<file path="config.mk">
export PLATFORM = sky130hd
export DESIGN_NAME = alu_rs
export DESIGN_NICKNAME = d
export VERILOG_FILES = /design/src/rtl/alu_rs.sv
export SDC_FILE = /design/constraint.sdc
export NUM_CORES = 2
export LEC_CHECK = 0
export ABC_AREA = 1
export BUFFER_PORTS_ARGS = -buffer_cell sky130_fd_sc_hd__buf_2
export CAP_MARGIN = 20
export CORE_MARGIN = 4
export CORE_UTILIZATION = 40
export DETAILED_ROUTE_END_ITERATION = 7
export PLACE_DENSITY_LB_ADDON = 0.12
export SKIP_LAST_GASP = 1
export SYNTH_ARGS = -nofsm -noshare
export SYNTH_HDL_FRONTEND = slang
export SYNTH_SLANG_ARGS = --single-unit
export TNS_END_PERCENT = 30
</file>
<file path="constraint.sdc">
create_clock -name clk -period 14.87 [get_ports clk]
set_clock_uncertainty 0.2 [all_clocks]
set_input_delay 0.7435 -clock clk [delete_from_list [all_inputs] [get_ports clk]]
set_output_delay 0.7435 -clock clk [all_outputs]
set_load 0.01 [all_outputs]
</file>
<file path="src/rtl/alu_rs.sv">
// rtl/alu_rs.sv - ALU reservation station; optional oldest-first dispatch under RS_AGE_PRIO_EN

`ifndef ROB_POS_WID
// ROB tag width normally comes from cons.v; fall back to 4 bits when built standalone
`define ROB_POS_WID 4
`endif

module alu_rs #(
   parameter int RS_SIZE = 8,
   parameter int TAG_W   = `ROB_POS_WID
) (
   input  logic              clk,
   input  logic              rst,
   input  logic              rdy,
   input  logic              rollback,
   input  logic              issue,
   input  logic [TAG_W-1:0]  issue_rob_pos,
   input  logic [6:0]        issue_opcode,
   input  logic [2:0]        issue_func3,
   input  logic              issue_func7,
   input  logic [31:0]       issue_rs1_val,
   input  logic [31:0]       issue_rs2_val,
   input  logic              issue_rs1_pend,
   input  logic              issue_rs2_pend,
   input  logic [TAG_W-1:0]  issue_rs1_tag,
   input  logic [TAG_W-1:0]  issue_rs2_tag,
   input  logic [31:0]       issue_imm,
   input  logic [31:0]       issue_pc,
   input  logic              alu_cdb,
   input  logic [TAG_W-1:0]  alu_cdb_rob_pos,
   input  logic [31:0]       alu_cdb_val,
   input  logic              lsb_cdb,
   input  logic [TAG_W-1:0]  lsb_cdb_rob_pos,
   input  logic [31:0]       lsb_cdb_val,
   output logic              full,
   output logic              alu_en,
   output logic [6:0]        opcode,
   output logic [2:0]        func3,
   output logic              func7,
   output logic [31:0]       val1,
   output logic [31:0]       val2,
   output logic [31:0]       imm,
   output logic [31:0]       pc,
   output logic [TAG_W-1:0]  rob_pos
);

   localparam int IDX_W = (RS_SIZE > 1) ? $clog2(RS_SIZE) : 1;
   localparam int CNT_W = $clog2(RS_SIZE + 1);

   // per-entry state
   logic [RS_SIZE-1:0] busy_q, busy_d;
   logic [RS_SIZE-1:0] pend1_q, pend1_d;
   logic [RS_SIZE-1:0] pend2_q, pend2_d;
   logic [RS_SIZE-1:0] f7_q, f7_d;
   logic [6:0]         opc_q  [RS_SIZE];
   logic [6:0]         opc_d  [RS_SIZE];
   logic [2:0]         f3_q   [RS_SIZE];
   logic [2:0]         f3_d   [RS_SIZE];
   logic [31:0]        v1_q   [RS_SIZE];
   logic [31:0]        v1_d   [RS_SIZE];
   logic [31:0]        v2_q   [RS_SIZE];
   logic [31:0]        v2_d   [RS_SIZE];
   logic [TAG_W-1:0]   t1_q   [RS_SIZE];
   logic [TAG_W-1:0]   t1_d   [RS_SIZE];
   logic [TAG_W-1:0]   t2_q   [RS_SIZE];
   logic [TAG_W-1:0]   t2_d   [RS_SIZE];
   logic [31:0]        imm_q  [RS_SIZE];
   logic [31:0]        imm_d  [RS_SIZE];
   logic [31:0]        pc_q   [RS_SIZE];
   logic [31:0]        pc_d   [RS_SIZE];
   logic [TAG_W-1:0]   rob_q  [RS_SIZE];
   logic [TAG_W-1:0]   rob_d  [RS_SIZE];

   // dispatch output registers
   logic               alu_en_q, full_q, full_d, f7o_q;
   logic [6:0]         opco_q;
   logic [2:0]         f3o_q;
   logic [31:0]        v1o_q, v2o_q, immo_q, pco_q;
   logic [TAG_W-1:0]   robo_q;

   // allocation / selection
   logic [RS_SIZE-1:0] ready;
   logic               sel_vld, free_vld, do_alloc;
   logic [IDX_W-1:0]   sel_idx, free_idx;
   logic [CNT_W-1:0]   busy_cnt;

`ifdef RS_AGE_PRIO_EN
   // age_q[i][j] set: entry i was allocated before entry j
   logic [RS_SIZE-1:0] age_q [RS_SIZE];
   logic [RS_SIZE-1:0] age_d [RS_SIZE];
`endif

   // operand wakeup against both CDBs; ALU CDB wins when both carry the same tag
   function automatic logic [32:0] wake(input logic pend, input logic [TAG_W-1:0] tag,
                                        input logic [31:0] val);
      logic [32:0] r;
      r = {pend, val};
      if (pend) begin
         if (alu_cdb && alu_cdb_rob_pos == tag)
            r = {1'b0, alu_cdb_val};
         else if (lsb_cdb && lsb_cdb_rob_pos == tag)
            r = {1'b0, lsb_cdb_val};
      end
      return r;
   endfunction

   // pick the entry to dispatch from registered state and the lowest free slot
   always_comb begin
      ready    = busy_q & ~pend1_q & ~pend2_q;
      sel_vld  = |ready;
      sel_idx  = '0;
      free_vld = ~&busy_q;
      free_idx = '0;
`ifdef RS_AGE_PRIO_EN
      for (int i = 0; i < RS_SIZE; i++) begin
         logic oldest;
         oldest = ready[i];
         for (int j = 0; j < RS_SIZE; j++) begin
            if (j != i && ready[j] && !age_q[i][j])
               oldest = 1'b0;
         end
         if (oldest)
            sel_idx = IDX_W'(i);
      end
`else
      for (int i = RS_SIZE - 1; i >= 0; i--) begin
         if (ready[i])
            sel_idx = IDX_W'(i);
      end
`endif
      for (int i = RS_SIZE - 1; i >= 0; i--) begin
         if (!busy_q[i])
            free_idx = IDX_W'(i);
      end
   end

   assign do_alloc = rdy && issue && free_vld;

   // next-state of every entry: CDB capture, dispatch release, new allocation
   always_comb begin
      busy_d  = busy_q;
      pend1_d = pend1_q;
      pend2_d = pend2_q;
      f7_d    = f7_q;
      opc_d   = opc_q;
      f3_d    = f3_q;
      v1_d    = v1_q;
      v2_d    = v2_q;
      t1_d    = t1_q;
      t2_d    = t2_q;
      imm_d   = imm_q;
      pc_d    = pc_q;
      rob_d   = rob_q;
      if (rdy) begin
         for (int i = 0; i < RS_SIZE; i++) begin
            if (busy_q[i]) begin
               {pend1_d[i], v1_d[i]} = wake(pend1_q[i], t1_q[i], v1_q[i]);
               {pend2_d[i], v2_d[i]} = wake(pend2_q[i], t2_q[i], v2_q[i]);
            end
         end
         if (sel_vld)
            busy_d[sel_idx] = 1'b0;
         if (do_alloc) begin
            busy_d[free_idx] = 1'b1;
            opc_d[free_idx]  = issue_opcode;
            f3_d[free_idx]   = issue_func3;
            f7_d[free_idx]   = issue_func7;
            t1_d[free_idx]   = issue_rs1_tag;
            t2_d[free_idx]   = issue_rs2_tag;
            imm_d[free_idx]  = issue_imm;
            pc_d[free_idx]   = issue_pc;
            rob_d[free_idx]  = issue_rob_pos;
            {pend1_d[free_idx], v1_d[free_idx]} = wake(issue_rs1_pend, issue_rs1_tag, issue_rs1_val);
            {pend2_d[free_idx], v2_d[free_idx]} = wake(issue_rs2_pend, issue_rs2_tag, issue_rs2_val);
         end
      end
      busy_cnt = '0;
      for (int i = 0; i < RS_SIZE; i++)
         busy_cnt = busy_cnt + CNT_W'(busy_d[i]);
      // raise full one entry early so an issue already in flight still has a slot
      full_d = (busy_cnt >= CNT_W'(RS_SIZE - 1));
   end

`ifdef RS_AGE_PRIO_EN
   // a new entry becomes younger than every currently busy entry
   always_comb begin
      age_d = age_q;
      if (do_alloc) begin
         for (int j = 0; j < RS_SIZE; j++) begin
            age_d[free_idx][j] = 1'b0;
            if (IDX_W'(j) != free_idx)
               age_d[j][free_idx] = busy_q[j];
         end
      end
   end

   // age matrix register
   always_ff @(posedge clk) begin
      if (rst) begin
         for (int i = 0; i < RS_SIZE; i++)
            age_q[i] <= '0;
      end else if (!rollback) begin
         age_q <= age_d;
      end
   end
`endif

   // occupancy register; reset and rollback override everything else
   always_ff @(posedge clk) begin
      if (rst || rollback)
         busy_q <= '0;
      else
         busy_q <= busy_d;
   end

   // entry payload register; meaningless while the entry is not busy
   always_ff @(posedge clk) begin
      pend1_q <= pend1_d;
      pend2_q <= pend2_d;
      f7_q    <= f7_d;
      opc_q   <= opc_d;
      f3_q    <= f3_d;
      v1_q    <= v1_d;
      v2_q    <= v2_d;
      t1_q    <= t1_d;
      t2_q    <= t2_d;
      imm_q   <= imm_d;
      pc_q    <= pc_d;
      rob_q   <= rob_d;
   end

   // dispatch registers; fields hold when nothing is selected or rdy is low
   always_ff @(posedge clk) begin
      if (rst) begin
         alu_en_q <= 1'b0;
         full_q   <= 1'b0;
         opco_q   <= '0;
         f3o_q    <= '0;
         f7o_q    <= 1'b0;
         v1o_q    <= '0;
         v2o_q    <= '0;
         immo_q   <= '0;
         pco_q    <= '0;
         robo_q   <= '0;
      end else if (rollback) begin
         alu_en_q <= 1'b0;
         full_q   <= 1'b0;
      end else if (rdy) begin
         alu_en_q <= sel_vld;
         full_q   <= full_d;
         if (sel_vld) begin
            opco_q <= opc_q[sel_idx];
            f3o_q  <= f3_q[sel_idx];
            f7o_q  <= f7_q[sel_idx];
            v1o_q  <= v1_q[sel_idx];
            v2o_q  <= v2_q[sel_idx];
            immo_q <= imm_q[sel_idx];
            pco_q  <= pc_q[sel_idx];
            robo_q <= rob_q[sel_idx];
         end
      end
   end

   assign full    = full_q;
   assign alu_en  = alu_en_q;
   assign opcode  = opco_q;
   assign func3   = f3o_q;
   assign func7   = f7o_q;
   assign val1    = v1o_q;
   assign val2    = v2o_q;
   assign imm     = immo_q;
   assign pc      = pco_q;
   assign rob_pos = robo_q;

endmodule

</file>
# Word level (Yosys, flattened, before mapping)
# Index checks and enable logic that the tools add are counted.
[word_totals] wordCells=388 latch_bits=0 memories=0 in_bits=232 output_inout_bits=145 ramBits=0 register_bits=1377 mem_bits_ro=0
[op_classes] n_mux=193 n_reduce_logical=48 multipliers=0 n_eq_ne=36 n_lt_le_gt_ge=8 n_shift=0 bitwise_logic=10 n_addsub=7 div=0
[ops] cell="$mux W33" count=58
[ops] cell="$mux W32" count=41
[ops] cell="$bwmux W256" count=4
[ops] cell="$mux W256" count=2
[ops] cell="$bmux W32 S3" count=4
[ops] cell="$eq A4 B4 Y1" count=36
[ops] cell="$bwmux W32" count=3
[ops] cell="$demux W32 S3" count=1
[ops] cell="$mux W3" count=19
[ops] cell="$bwmux W56" count=1
[ops] cell="$mux W8" count=6
[ops] cell="$logic_and A1 B1 Y1" count=41
[ops] cell="$mux W1" count=35
[ops] cell="$and A8 B8 Y8" count=3
[ops] cell="$bwmux W24" count=1
[ops] cell="$bwmux W8" count=3
[ops] cell="$not A8 Y8" count=3
[ops] cell="$bmux W7 S3" count=1
[ops] cell="$demux W7 S3" count=1
[ops] cell="$mux W7" count=3
[ops] cell="$add A4 B1 Y4" count=4
[ops] cell="$bmux W4 S3" count=1
[ops] cell="$demux W4 S3" count=1
[ops] cell="$mux W4" count=3
[ops] cell="22 further kinds" count=27

# Logic depth before layout (Yosys ltp)
[logic_depth] depth_word=30 ltp_mapped=24 depth_no_buf=22

# Worst setup path after synthesis
# Ideal clock, no wire load.
[synth_path] kind="input to register" startpoint="in rdy" endpoint="reg f3_q[6] (netlist name), enable pin" path_buffers=1 arrival_time_ps=9565 setup_ps=746 setup_slack_ps=4359 t_required_ps=13924 cell_stages=5 cell_sequence="buf_2 > nand2_1 > a21oi_4 > inv_2 > nor4_1"
[synth_via] elab_chain_len=3
[synth_lines] item="from (decl)" line_no="14" rtl="input logic rdy,"
[synth_lines] item="$logic_and A1 B1 Y1 (2 in a row)" line_no="137" rtl="assign do_alloc = rdy && issue && free_vld;"
[synth_lines] item="$reduce_and A2 Y1 (no line) (*)"
[synth_lines] item="to (signal assigned)" line_no="222" rtl="f3_q <= f3_d;"
[synth_lines] item="to (decl)" line_no="57" rtl="logic [2:0] f3_q [RS_SIZE];"
# Mark *: on every way between the ends. The rest lies on a longest branch, timed or not.
# A chain may end at the register's enable or synchronous reset.

# Worst setup path after layout
[layout_path] startpoint="reg busy_q[0]" endpoint="reg full_q (netlist: full)"
[layout_via] elab_chain_len=22 elab_cells_between_ends=33 classes_between="7 x add/sub; 5 x order compare; 10 x mux; 5 x bitwise; 6 x reduce/logical"
[layout_lines] item="from (decl)" line_no="51" rtl="logic [RS_SIZE-1:0] busy_q, busy_d;"
[layout_lines] item="from (signal assigned)" line_no="213" rtl="busy_q <= busy_d;"
[layout_lines] item="$and A8 B8 Y8 (2 in a row)" line_no="109" rtl="ready = busy_q & ~pend1_q & ~pend2_q;"
[layout_lines] item="$mux W3" line_no="127" rtl="if (ready[i])"
[layout_lines] item="$lt A3 B4 Y1 (implied by the code) / $ge A3 B1 Y1 (equally long branches)" line_no="162" rtl="busy_d[sel_idx] = 1'b0;"
[layout_lines] item="$logic_and A1 B1 Y1 (implied by the code)" line_no="162"
[layout_lines] item="$mux W1 (implied by the code)" line_no="162"
[layout_lines] item="$demux W1 S3" line_no="162"
[layout_lines] item="$not A8 Y8 (no line)"
[layout_lines] item="$and A8 B8 Y8 (no line)"
[layout_lines] item="[... 3 more ...]"
[layout_lines] item="$mux W8" line_no="163" rtl="if (do_alloc) begin"
[layout_lines] item="$mux W8 (*)" line_no="154" rtl="if (rdy) begin"
[layout_lines] item="$add A1 B1 Y2" line_no="179" rtl="busy_cnt = busy_cnt + CNT_W'(busy_d[i]);"
[layout_lines] item="$add A2 B1 Y3" line_no="179"
[layout_lines] item="$add A3 B1 Y4" line_no="179"
[layout_lines] item="$add A4 B1 Y4 (3 in a row)" line_no="179"
[layout_lines] item="$add A4 B1 Y4 (*)" line_no="179"
[layout_lines] item="$ge A4 B3 Y1 (*)" line_no="181" rtl="full_d = (busy_cnt >= CNT_W'(RS_SIZE - 1));"
[layout_lines] item="to (signal assigned)" line_no="250" rtl="full_q <= full_d;"
[layout_lines] item="to (decl)" line_no="75" rtl="logic alu_en_q, full_q, full_d, f7o_q;"
# Mark *: on every way between the ends. The rest lies on a longest branch, timed or not. The select of a mux whose other input is x is not followed.

==> impl_metrics.tcl <==
set metrics [dict create \
    violations "design-rule violations" \
    ys_top_cells_by_area "edfxtp_1 (47%), nand2_1 (15%), nand3_1 (9.8%), o21ai_0 (5.1%), inv_1 (4.5%)" \
    fin_crit_sh_pct 37.43 \
    synthToLayoutAreaGrowth_pct 11.86 \
    fp.dieW_um 451.4 \
    ant_nets 0 \
    cts_tree "built" \
    cts_num_sinks 1377 \
    drtIter0Drc 10930 \
    grt_max_degree 215 \
    routed-via-count 75190 \
    syn-cell-area_sq_um 78650 \
    synthFlopType "edfxtp_1" \
    clkTransAtPathRegs_ns 0.06 \
    p_seq_share_pct 47.5 \
    status "finished, violations left" \
    drt_wl_total_mm 353.2 \
    grt_use_total_pct 33.57 \
    grt_pass1_wl_mm 503.6 \
    cts_hold_buf 78 \
    combPwrFrac_pct 8.2 \
    maxCapViolCount 0 \
    syn_nets 10510 \
    crit_path_start_kind "flip-flop" \
    switching_share_pct 25.83 \
    cp-end-kind "flip-flop" \
    totalNegativeSetupSlack_ns 0 \
    ir_worst_vdd_uv 93.04 \
    yosysTopAreaCell "edfxtp_1" \
    dr.pass1.iters 8 \
    synthCells 10270 \
    synth_top_area_share_pct 46.74 \
    routabilityCongestion 0.8948 \
    p_leak_uw 0.03975 \
    avgRoutedWirePerCell_um 27.10 \
    start_util_pct 40.29 \
    crit_buf_inv 2 \
    setup_viol_count_final 0 \
    postCtsSetupRepairBufs 0 \
    cts_buffers 165 \
    dpl_cell_area_sq_um 81640 \
    hold_depth 1 \
    clock_latency_ns 0.84 \
    fill_cells 19330 \
    yosysMostFrequentCell "nand2_1" \
    p_int_uw 6845 \
    r2r-start "busy_q[0]" \
    worstReg2RegEnd "full" \
    p_clk_share_pct 44.3 \
    hp-start "issue_rs2_tag[3]" \
    ctsHtreeMaxLevel 4 \
    hp-class "input port to flip-flop" \
    yosysUniqueCellTypes 44 \
    crit_slowest_cell "nand2_1" \
    overflow 0 \
    slew_headroom_pct 14.11 \
    seq_area_frac_synth_pct 50.63 \
    synth-edff-count 1224 \
    fmax_ghz 0.1797 \
    synth_common_cells "nand2_1 (3060), nand3_1 (1544), edfxtp_1 (1224)" \
    utilization_pct 45.07 \
    design_area_sq_um 87970 \
    r2r_cells 16 \
    crit_top_cell "fa_1" \
    route.detailed.drc 1 \
    rsz0062_at_grt "no" \
    cts_resized 0 \
    cp_top_family "simple AND/OR/NAND/NOR gates" \
    ys_warn_count 0 \
    die_area_sq_um 203800 \
    die_h_um 451.4 \
    core_area_sq_um 195200 \
    worst-slew-pin-transition_ns 1.288 \
    yosys_register_bits 1377 \
    period_needed_ns 5.566 \
    drive_above_1_share_pct 8.308 \
    crit_chain "nand3b_2 -> nand2_2 -> nor2_4 -> nand2_1 -> inv_2 -> nand2_1 -> o21ai_0 -> and2_1 -> fa_1 -> fa_1 -> inv_1 -> ha_1 -> fa_1 -> xor2_1 -> a31oi_1 -> nor3_1" \
    slew_violations 0 \
    synth-async-reset-ratio_pct 0 \
    viasPerCell 5.768 \
    final_nets 10490 \
    pre_cts_ws_ns 8.883 \
    finalWorstSetupSlack_ns 9.304 \
    required_ns 15.37 \
    p_per_area_nw_per_um2 104.9 \
    cts_root_buf "clkbuf_16" \
    grt_pass1_vias 70950 \
    cp_slowest_stage_delay_ns 0.73 \
    antenna_found_initial 28 \
    clock_path_buffers 3 \
    rows 162 \
    path_class "flip-flop to flip-flop" \
    hold_viol 0 \
    portBuffers 376 \
    dpl.hpwl_mm 194.5 \
    cp_max_fo 21 \
    reg2reg_slack_ns 9.30 \
    cp.arrival_ns 6.07 \
    worstHoldEndpoint "t2_q[11]" \
    avgSynthCellArea_sq_um 7.656 \
    power.switching_uw 2384 \
    ios 377 \
]
==> power groups by stage <==
stage | sequential, uW | clock [uW] | combinational [uW]
CTS | 4380 | 4140 | 733
finish | 4380 | 4090 | 755
global placement | 4460 | 0 | 702
floorplan | 4450 | 0 | 387
detailed placement | 4460 | 0 | 711
global route | 4390 | 4300 | 812
==> through the flow <==
stage          instances  hold WS (ns)  power, uW
2_1_floorplan      10270        0.2875       4839
3_3_place_gp       12620        0.3202       5160
3_5_place_dp       12630        0.3186       5173
4_1_cts            13020       0.01300       9256
5_1_grt            13030       0.04625       9503
6_report           13040       0.06761       9229
==> routing by layer <==
metal | global-route usage [%] | share of wire [%] | vias up
li1 | - | - | 33810
met1 | 43.29 | 38 | 35280
met2 | 50.72 | 43 | 4978
met3 | 8.249 | 12 | 1103
met4 | 21.01 | 7.3 | 18
met5 | 0 | 0.037 | -
==> state kept, by name (all words and copies together), names as in the netlist, 4 cells and up <==
| name | cells |
|---|---|
| busy_q | 8 |
| f3_q | 24 |
| f7_q | 8 |
| imm | 32 |
| imm_q | 256 |
| opc_q | 56 |
| opcode | 7 |
| pc | 32 |
| pc_q | 256 |
| pend1_q | 8 |
| pend2_q | 8 |
| rob_pos | 4 |
| rob_q | 32 |
| t1_q | 32 |
| t2_q | 32 |
| v1_q | 256 |
| v2_q | 256 |
| val1 | 32 |
| val2 | 32 |
==> area by class of cell <==
type	count	area [sq um]	share of cell area, %
tap	2624	3283	3.732
inverter	969	3685	4.189
timing repair buffer	607	4056	4.611
clock buffer	236	4617	5.248
clock inverter	75	777.0	0.8832
sequential	1377	39820	45.26
antenna	12	30.03	0.03414
multi-input combinational	7135	31700	36.04
==> logic make-up after synthesis <==
family / Yosys count / synth area share [%]
AND/OR/NAND/NOR: 5644 / 29.98
buffers and inverters: 1761 / 9.363
AO/OA/AOI/OAI: 1447 / 9.469
flip-flops: 1377 / 50.63
XOR/XNOR: 37 / 0.4121
adder cells (fa/ha/maj): 7 / 0.1496
==> worst max-delay path by stage <==
stage | slack (ns) | endpoint | cells past startpoint | startpoint
4_1_cts | 9.39 | full | 16 | busy_q[0]
3_5_place_dp | 8.88 | full | 14 | rdy
3_3_place_gp | 8.82 | full | 14 | rdy
5_1_grt | 9.11 | full | 17 | pend2_q[1]
2_1_floorplan | 4.36 | f3_q[6] | 5 | rdy
6_report | 9.30 | full | 16 | busy_q[0]
==> layout by cell type (no fill, tap or decap), types with 5 or more instances in the layout <==
| master | netlist | final |
|---|---|---|
| clkbuf_8 | 0 | 20 |
| nor3_1 | 9 | 9 |
| dlygate4sd3_1 | 0 | 78 |
| bufinv_16 | 0 | 8 |
| o21ai_2 | 12 | 11 |
| nor2_1 | 899 | 897 |
| nand3_1 | 1544 | 1531 |
| inv_8 | 0 | 5 |
| nand2_1 | 3060 | 3049 |
| xor2_1 | 9 | 9 |
| o22ai_1 | 48 | 48 |
| clkbuf_1 | 372 | 50 |
| nand4_1 | 64 | 64 |
| clkinv_16 | 0 | 6 |
| dfxtp_1 | 153 | 153 |
| inv_6 | 0 | 6 |
| o21ai_0 | 797 | 797 |
| inv_2 | 17 | 21 |
| diode_2 | 0 | 12 |
| o21ai_1 | 80 | 80 |
| inv_1 | 951 | 941 |
| xnor2_1 | 28 | 28 |
| nand3_4 | 0 | 8 |
| a21oi_1 | 491 | 490 |
| clkinv_2 | 0 | 23 |
| nand3b_1 | 39 | 39 |
| nand2_2 | 6 | 14 |
| nor2_4 | 1 | 5 |
| edfxtp_1 | 1224 | 1224 |
| nand3_2 | 12 | 17 |
| buf_4 | 62 | 135 |
| buf_2 | 311 | 375 |
| buf_12 | 0 | 15 |
| clkinv_1 | 1 | 28 |
| clkbuf_16 | 0 | 166 |
No activity file was read; power rests on OpenSTA's default activity.
